$ cat config.mk
export PLATFORM = sky130hd
export DESIGN_NAME = lmm_host_driver
export DESIGN_NICKNAME = d
export VERILOG_FILES = /design/src/rtl/lmm_host_driver_pkg.sv /design/src/rtl/lmm_host_driver_result_skid.sv /design/src/rtl/lmm_host_driver.sv
export SDC_FILE = /design/constraint.sdc
export NUM_CORES = 1
export LEC_CHECK = 0
export BUFFER_PORTS_ARGS = -buffer_cell sky130_fd_sc_hd__buf_2
export CAP_MARGIN = 30
export CORE_MARGIN = 5
export CORE_UTILIZATION = 44
export DETAILED_ROUTE_END_ITERATION = 6
export GPL_TIMING_DRIVEN = 0
export HOLD_SLACK_MARGIN = 0.06
export PLACE_DENSITY = 0.85
export SLEW_MARGIN = 0
export SYNTH_ARGS = -nofsm -noshare
export SYNTH_HDL_FRONTEND = slang
export SYNTH_SLANG_ARGS = --single-unit
$ cat constraint.sdc
create_clock -name clk -period 4.3 [get_ports clk]
set_input_delay 0.215 -clock clk [delete_from_list [all_inputs] [get_ports clk]]
set_output_delay 0.215 -clock clk [all_outputs]
set_load 0.02 [all_outputs]
$ cat src/rtl/lmm_host_driver_pkg.sv
// Shared constants for the large-matrix-multiplier host driver: FSM encoding,
// default geometry and row/counter width helpers.
package lmm_host_driver_pkg;

    localparam int WIDTH_DEF        = 8;
    localparam int NUM_ELEMENTS_DEF = 4;
    localparam int MATRIX_WIDTH_DEF = 4;

    localparam int ROW_BITS = NUM_ELEMENTS_DEF * WIDTH_DEF;
    localparam int CNT_BITS = $clog2(MATRIX_WIDTH_DEF + 1);

    localparam logic [2:0] ST_IDLE   = 3'd0;
    localparam logic [2:0] ST_LOAD_A = 3'd1;
    localparam logic [2:0] ST_LOAD_B = 3'd2;
    localparam logic [2:0] ST_DRAIN  = 3'd3;
    localparam logic [2:0] ST_FIN    = 3'd4;

    // Counter must hold the value MATRIX_WIDTH itself (drain terminal count).
    function automatic int cnt_bits(input int matrix_width);
        return $clog2(matrix_width + 1);
    endfunction

endpackage

$ cat src/rtl/lmm_host_driver_result_skid.sv
// Single-entry valid/ready result register with a last-row flag.
// A load and a downstream accept in the same cycle reload back-to-back.
module lmm_result_skid #(
    parameter int DW = 32
) (
    input  logic          clk,
    input  logic          reset,
    input  logic          i_load_vld,
    input  logic [DW-1:0] i_load_dat,
    input  logic          i_load_last,
    input  logic          i_out_rdy,
    output logic [DW-1:0] o_dat,
    output logic          o_vld,
    output logic          o_last
);

    logic [DW-1:0] r_dat;
    logic          r_vld;
    logic          r_last;

    always_ff @(posedge clk) begin
        if (reset) begin
            r_dat  <= '0;
            r_vld  <= 1'b0;
            r_last <= 1'b0;
        end else if (i_load_vld) begin
            r_dat  <= i_load_dat;
            r_vld  <= 1'b1;
            r_last <= i_load_last;
        end else if (r_vld && i_out_rdy) begin
            // Data is left in place; only the qualifiers drop.
            r_vld  <= 1'b0;
            r_last <= 1'b0;
        end
    end

    assign o_dat  = r_dat;
    assign o_vld  = r_vld;
    assign o_last = r_last;

endmodule

$ cat src/rtl/lmm_host_driver.sv
// Host-side initiator: streams A then B rows into the multiplier write port,
// then drains MATRIX_WIDTH result rows through a registered valid/ready output.
module lmm_host_driver
    import lmm_host_driver_pkg::*;
#(
    parameter int WIDTH        = WIDTH_DEF,
    parameter int NUM_ELEMENTS = NUM_ELEMENTS_DEF,
    parameter int MATRIX_WIDTH = MATRIX_WIDTH_DEF
) (
    input  logic                            clk,
    input  logic                            reset,
    input  logic                            start,
    output logic                            busy,
    output logic                            done,
    input  logic [NUM_ELEMENTS*WIDTH-1:0]   src_data,
    input  logic                            src_valid,
    output logic                            src_ready,
    output logic [NUM_ELEMENTS*WIDTH-1:0]   mm_wdata,
    output logic                            mm_write_en,
    input  logic                            mm_write_ready,
    input  logic [NUM_ELEMENTS*WIDTH-1:0]   mm_rdata,
    output logic                            mm_read_en,
    input  logic                            mm_read_ready,
    output logic [NUM_ELEMENTS*WIDTH-1:0]   res_data,
    output logic                            res_valid,
    output logic                            res_last,
    input  logic                            res_ready
);

    localparam int ROW_W = NUM_ELEMENTS * WIDTH;
    localparam int CNT_W = cnt_bits(MATRIX_WIDTH);
    localparam logic [CNT_W-1:0] LAST_ROW = CNT_W'(MATRIX_WIDTH - 1);
    localparam logic [CNT_W-1:0] NUM_ROWS = CNT_W'(MATRIX_WIDTH);

    logic [2:0]       r_state;
    logic [2:0]       w_state_nxt;
    logic [CNT_W-1:0] r_wr_cnt;
    logic [CNT_W-1:0] r_rd_cnt;
    logic             r_busy;
    logic             r_done;

    logic w_loading;
    logic w_wr_xfer;
    logic w_rd_xfer;
    logic w_res_acc;
    logic w_res_vld;
    logic w_res_last;

    assign w_loading   = (r_state == ST_LOAD_A) || (r_state == ST_LOAD_B);
    assign mm_write_en = w_loading && src_valid;
    assign src_ready   = w_loading && mm_write_ready;
    // Zero outside the load phases so the port is quiet in IDLE and after reset.
    assign mm_wdata    = w_loading ? src_data : '0;
    assign w_wr_xfer   = mm_write_en && mm_write_ready;

    assign mm_read_en  = (r_state == ST_DRAIN) && (r_rd_cnt < NUM_ROWS) &&
                         (!w_res_vld || res_ready);
    assign w_rd_xfer   = mm_read_en && mm_read_ready;
    assign w_res_acc   = w_res_vld && res_ready;

    always_comb begin
        w_state_nxt = r_state;
        case (r_state)
            ST_IDLE:   if (start) w_state_nxt = ST_LOAD_A;
            ST_LOAD_A: if (w_wr_xfer && r_wr_cnt == LAST_ROW) w_state_nxt = ST_LOAD_B;
            ST_LOAD_B: if (w_wr_xfer && r_wr_cnt == LAST_ROW) w_state_nxt = ST_DRAIN;
            ST_DRAIN:  if (w_res_acc && w_res_last) w_state_nxt = ST_FIN;
            ST_FIN:    w_state_nxt = ST_IDLE;
            default:   w_state_nxt = ST_IDLE;
        endcase
    end

    always_ff @(posedge clk) begin
        if (reset) begin
            r_state  <= ST_IDLE;
            r_wr_cnt <= '0;
            r_rd_cnt <= '0;
            r_busy   <= 1'b0;
            r_done   <= 1'b0;
        end else begin
            r_state <= w_state_nxt;
            r_busy  <= (w_state_nxt == ST_LOAD_A) || (w_state_nxt == ST_LOAD_B) ||
                       (w_state_nxt == ST_DRAIN);
            r_done  <= (w_state_nxt == ST_FIN);

            if (w_state_nxt != r_state) begin
                r_wr_cnt <= '0;
                r_rd_cnt <= '0;
            end else begin
                if (w_wr_xfer) r_wr_cnt <= r_wr_cnt + 1'b1;
                if (w_rd_xfer) r_rd_cnt <= r_rd_cnt + 1'b1;
            end
        end
    end

    lmm_result_skid #(
        .DW (ROW_W)
    ) u_result_skid (
        .clk         (clk),
        .reset       (reset),
        .i_load_vld  (w_rd_xfer),
        .i_load_dat  (mm_rdata),
        .i_load_last (r_rd_cnt == LAST_ROW),
        .i_out_rdy   (res_ready),
        .o_dat       (res_data),
        .o_vld       (w_res_vld),
        .o_last      (w_res_last)
    );

    assign res_valid = w_res_vld;
    assign res_last  = w_res_last;
    assign busy      = r_busy;
    assign done      = r_done;

endmodule

==> impl_metrics.toml, run 1 <==
[synthesis]
yosysSeqAreaShare_pct = 45.0
synth_top_area_cell = "dfxtp_1"
synth_cell_types = 31
yosys_warnings = 0
synth_mux_area_share_pct = 1.00
synth-simple-area-share_pct = 32.1
synthMostInstantiatedCell = "nand2_1"
ys_seq_elements = 45
synth_top_family_by_area = "simple AND/OR/NAND/NOR gates"
synth_common_cells = "nand2_1, dfxtp_1, a21oi_1"
synth_area_leaders = "dfxtp_1, nand2_1, and2_1"
netlist_area_mm2 = 0.00200
synth-async-reset-ratio_pct = 0
synth_top_area_share_pct = 45.0
yosys.area_share.xor_xnor_pct = 1.31
syn_nets = 328
ys.flop_type = "dfxtp_1"
synth_compound_area_share_pct = 12.9
syn_inst = 253
synth_edf_count = 0
syn_avg_cell_area_um2 = 7.91
synth-adder-area-share_pct = 2.50

[clocking]
path_clk_slew_ps = 80
clock_path_buffers = 2
cts_resized = 0
numCtsBuffers = 5
cts_sinks = 45
htree_levels = 2
cts_tree = "built"
clk_latency_ps = 300
cts_post_setup_buffers_inserted = 0
cts-root-buf = "clkbuf_8"
cts_hold_buf = 0

[timing]
max_freq_mhz = 509
setup_tns_ps = 0
max-slew-margin-rel_pct = 67.6
finalCriticalPeriod_ps = 1960
fin_crit_sh_pct = 45.7
rsz0062_at_grt = "false"
final_max_slew_viol_count = 0
worst_pin_slew_ps = 486
setup_ws_ps = 2340
finalHoldViolCount = 0
setup_viol = 0
skew_ps = 10.3

[job]
maxCapViolCount = 0

[global_route]
grt_first_pass_wirelength_um = 9300
track_usage_pct = 18.5
grt_pass1_vias = 2089
overflow = 0
grt_max_degree = 14
antenna_found_initial = 0

[power]
peakVddDrop_mv = 0.210
total_power_mw = 0.832
leakagePower_nw = 1.43
p_per_area_mw_per_mm2 = 290

[route]
wl_um = 5680
drt_iter0_drc = 78
antenna_left = 0
vias_per_cell = 4.78
detail_route.wl_per_cell_um = 12.6
drt_first_pass_iters = 4
vias = 2162
drc = 0

[setup_path]
required_ps = 4090
endpoint_kind = "output port"
cp.arrival_ps = 1750
crit_chain = "buf_4 > xnor2_1 > nor2_1 > clkbuf_2 > and2_1 > buf_2"
crit_path_max_incr_delay_ps = 310
critical-path-slowest-cell = "dfxtp_1"
cp_max_fo = 10
crit_type = "register to output port"
start_kind = "register"

[die]
initial_core_util_pct = 45.6
die_h_um = 77.4
die_w_um = 77.4
die-area_mm2 = 0.00600
io_pins = 142
rows = 24
core_area_mm2 = 0.00438

[cells_and_area]
nNetsFinal = 475
area_growth_pct = 43.5
drive_gt1_share_pct = 40.8
antenna_cells = 0
fin_util_pct = 65.5

[place]
hpwlAfterDp_um = 4530
numPortBuffers = 140
place_congestion = 0.836
pre_cts_ws_ps = 2650

[hold_path]
holdCritPathClass = "primary input to register"

[run_status]
status = "finished clean"
[path summary, 6_finish.rpt]
path / startpoint / endpoint / slack (ps) / depth (start not counted)
min: mm_rdata[7] / u_result_skid.o_dat[7] / 140 / 3
min reg2reg: u_result_skid.o_dat[27] / u_result_skid.o_dat[27] / 450 / 2
max: r_state[0] / mm_wdata[10] / 2340 / 6
max reg2reg: r_wr_cnt[0] / r_wr_cnt[2] / 2690 / 6
[cell type report]
class / instances / area [um2]
Fill cell: 400 / 1510
Sequential cell: 45 / 901
Clock inverter: 2 / 35.0
Inverter: 3 / 11.3
Clock buffer: 5 / 68.8
Tap cell: 52 / 65.1
Multi-Input combinational cell: 188 / 997
Timing Repair Buffer: 140 / 701
Buffer: 17 / 91.3
[logic make-up after synthesis]
family / Yosys count
buf+inv: 20
compound gates: 46
simple gates: 133
xor+xnor: 3
flops: 45
fa+ha+maj: 4
mux: 2
[layout by cell type, fill, tap and decap left out, drive strengths merged]
cell type  instances
or2                2
a21boi             2
nand4              4
a211oi             1
o311ai             2
nor3               1
buf              147
clkbuf            15
nand2b             1
a22oi              1
nand4b             1
a21oi             38
o21a               1
ha                 4
clkinv             1
nor2              12
inv                3
and2              35
nand3              2
and3               4
a211o              1
mux2i              2
bufinv             1
nand2             70
and4               1
dfxtp             45
xnor2              3
[where the power goes]
part | total, mW | leakage [nW] | internal [mW] | switching, mW
Sequential | 0.419 | 0.363 | 0.418 | 0.000693
Combinational | 0.107 | 1.01 | 0.0487 | 0.0587
Clock | 0.306 | 0.0540 | 0.169 | 0.137
Total | 0.832 | 1.43 | 0.636 | 0.197
[metal layers]
layer  up-vias  wire length [um]  global-route usage (%)
met1       948              2360                    22.2
met5         -                 0                       0
met4         0               102                    6.70
li1       1117                 -                       -
met2        88              2740                    31.1
met3         9               485                    5.90
[through the flow]
stage                     instances  cell area (um2)  hold slack [ps]
after global routing            452             2870              132
after detailed placement        445             2770              445
final                           452             2870              142
after global placement          445             2770              439
after floorplan                 253             2000              351
after CTS                       452             2870              143
[critical path: cells and delay by family (launching register included)]
| kind | cells | cell delay [ps] |
|---|---|---|
| and+or+nand+nor | 2 | 430 |
| DFF | 1 | 310 |
| xor gates and xnor gates | 1 | 150 |
| buffers and inverters | 3 | 570 |
[registers in the layout (all words and copies together) (netlist names)]
signal                count
r_wr_cnt                  3
r_state                   3
u_result_skid.o_last      1
r_rd_cnt                  3
u_result_skid.o_vld       1
done                      1
u_result_skid.o_dat      32
busy                      1
(Power assumes the default switching activity.)
==> inputs of run 2 (changes only) <==
- CORE_UTILIZATION: 44 -> 37
- PLACE_DENSITY: 0.85 -> 0.76
- clock period: 4.3 -> 1.6 ns (I/O delays scaled with it)
==> run 2 against run 1 <==
The flow now finishes with violations (setup timing). Wire length is 31% higher. Setup slack got worse by 2400 ps. Global-route usage grew 1.8 points. Cell area up 27%. Sequential share of layout area is 6.5 points lower. Count of clock-buffer cells in the layout grew 1. First-iteration DRC count rose by 38%. Sequential power rose to 2.7 times the previous value. Cell count up 13%. Worst hold slack got worse by 0.99 ps. Critical path type unchanged. Largest power group unchanged.
==> impl_metrics.toml, run 2 (same netlist as run 1, synthesis figures left out) <==
[run_status]
status = "finished, violations left"
violations = "setup timing"

[timing]
finalHoldViolCount = 0
finalCriticalPeriod_ps = 1670
rsz0062_at_grt = "true"
final_max_slew_viol_count = 0
setup_viol = 26
fin_crit_sh_pct = 104
max_freq_mhz = 600
worst_pin_slew_ps = 489
skew_ps = 5.27
setup_ws_ps = -67.3
max-slew-margin-rel_pct = 67.4

[clocking]
path_clk_slew_ps = 90
cts_sinks = 45
clk_latency_ps = 300
numCtsBuffers = 5
clock_path_buffers = 2
htree_levels = 2
cts_tree = "built"
cts-root-buf = "clkbuf_8"

[setup_path]
critical-path-slowest-cell = "dfxtp_2"
cp.arrival_ps = 1590
crit_type = "register to output port"
cp_common_cell = "buf_6"
required_ps = 1520
crit_chain = "buf_6 > xnor2_4 > nor2_4 > clkbuf_8 > and2_4 > buf_6"
crit_path_max_incr_delay_ps = 330
endpoint_kind = "output port"
critPathTopFamily = "buffers and inverters"
worstPathBufferInverterCount = 3
cp_max_fo = 5
start_kind = "register"

[place]
numPortBuffers = 140
hpwlAfterDp_um = 4780
place_congestion = 0.746
placed_cells = 463

[global_route]
grt_use_met3_pct = 5.03
busiest_layer = "met2"
grt_pass1_vias = 2434
track_usage_pct = 20.4
grt_max_degree = 15
grt_util_met2_pct = 37.0
grtUsageMet1_pct = 23.0
grt_first_pass_wirelength_um = 11600
antenna_found_initial = 0
overflow = 0

[power]
switchingPower_mw = 0.602
p_int_mw = 1.91
p_clk_share_pct = 35.8
peakVddDrop_mv = 0.517
p_per_area_mw_per_mm2 = 692
swShare_pct = 23.9
p_comb_share_pct = 19.4
leakagePower_nw = 1.70
pwr-share-seq_pct = 44.8

[cells_and_area]
largest_reg_flops = 32
area_growth_pct = 81.7
nFillCells = 405
drive_gt1_share_pct = 46.2
final_cell_mix = "buf_2, nand2_1, dfxtp_1, a21oi_1, dlygate4sd3_1"
antenna_cells = 0
final_cells = 512
final_common_cell = "buf_2"
fin_util_pct = 70.3
nNetsFinal = 516

[route]
drt_iter0_drc = 108
wl_um = 7430
drt_first_pass_iters = 4
vias = 2429
detail_route.wl_per_cell_um = 14.5
drc = 0
antenna_left = 0
vias_per_cell = 4.74

[die]
io_pins = 142
rows = 26
core_area_mm2 = 0.00517
die_w_um = 83.5
initial_core_util_pct = 38.7
die-area_mm2 = 0.00698
die_h_um = 83.5

[hold_path]
holdCritPathClass = "primary input to register"

[job]
maxCapViolCount = 0
run 2: cell count changes in the layout (fill, tap and decap cells not counted), sizes merged:
cell | previous run | this run
dlygate4sd3 | 0 | 32
clkbuf | 15 | 17
clkinvlp | 0 | 1
clkinv | 1 | 0
buf | 147 | 154
nor2 | 12 | 13
run 2: worst reg2reg max path: cells and delay by family (launching register included):
kind	cells	cell delay (ps)
simple gates	1	110
compound gates	3	670
fa+ha+maj	2	400
flops	1	330
run 2: path summary, 6_finish.rpt:
kind                                         startpoint                       to  slack (ps)  cells after the start
worst min register to register  u_result_skid.o_dat[25]  u_result_skid.o_dat[25]         450                      2
worst min-delay path                          res_ready     u_result_skid.o_last         140                      4
worst max register to register              r_wr_cnt[0]              r_wr_cnt[2]          20                      6
worst max-delay path                         r_state[0]             mm_wdata[10]         -70                      6
run 2: cell type report:
| type | instances | area, um2 | share of cell area, % |
|---|---|---|---|
| Timing Repair Buffer | 180 | 1290 | 35.4 |
| Multi-Input combinational cell | 189 | 1100 | 30.2 |
| Sequential cell | 45 | 903 | 24.9 |
| Buffer | 17 | 129 | 3.55 |
| Tap cell | 70 | 87.6 | 2.41 |
| Clock buffer | 6 | 82.6 | 2.27 |
| Clock inverter | 2 | 37.5 | 1.03 |
| Inverter | 3 | 11.3 | 0.310 |
run 2: per-stage QoR:
| stage | setup TNS [ps] | total power [mW] | hold WS, ps | setup WS [ps] | area, um2 |
|---|---|---|---|---|---|
| 4_1_cts | -1040 | 2.51 | 131 | -48.2 | 3570 |
| 6_report | -1120 | 2.51 | 141 | -67.3 | 3630 |
| 5_1_grt | -3170 | 2.61 | 172 | -140 | 3630 |
| 3_5_place_dp | -23.5 | 1.44 | 327 | -18.5 | 2790 |
| 2_1_floorplan | 0 | 1.30 | 216 | 134 | 2000 |
| 3_3_place_gp | -20.5 | 1.44 | 321 | -20.5 | 2790 |
run 2: timing repair:
action | 4_1_cts | 5_1_grt
pin swaps | 20 | 8
hold buffers | 32 | 0
gates resized for setup | 81 | 29
endpoints found under the setup margin | 36 | 67
hold endpoints to repair | 32 | 0
buffers inserted | 6 | 0
gates cloned | 4 | 0
run 2: power groups by stage:
stage	Combinational (mW)	Sequential (mW)	Clock [mW]
6_report	0.487	1.13	0.901
3_5_place_dp	0.291	1.15	0
4_1_cts	0.455	1.13	0.928
5_1_grt	0.518	1.13	0.965
2_1_floorplan	0.144	1.15	0
3_3_place_gp	0.289	1.15	0
run 2: routing by layer:
metal,up-vias,part of all wire [%]
met2,80,53
met1,1131,38
met4,0,2.2
li1,1204,-
met3,14,5.8
met5,-,0
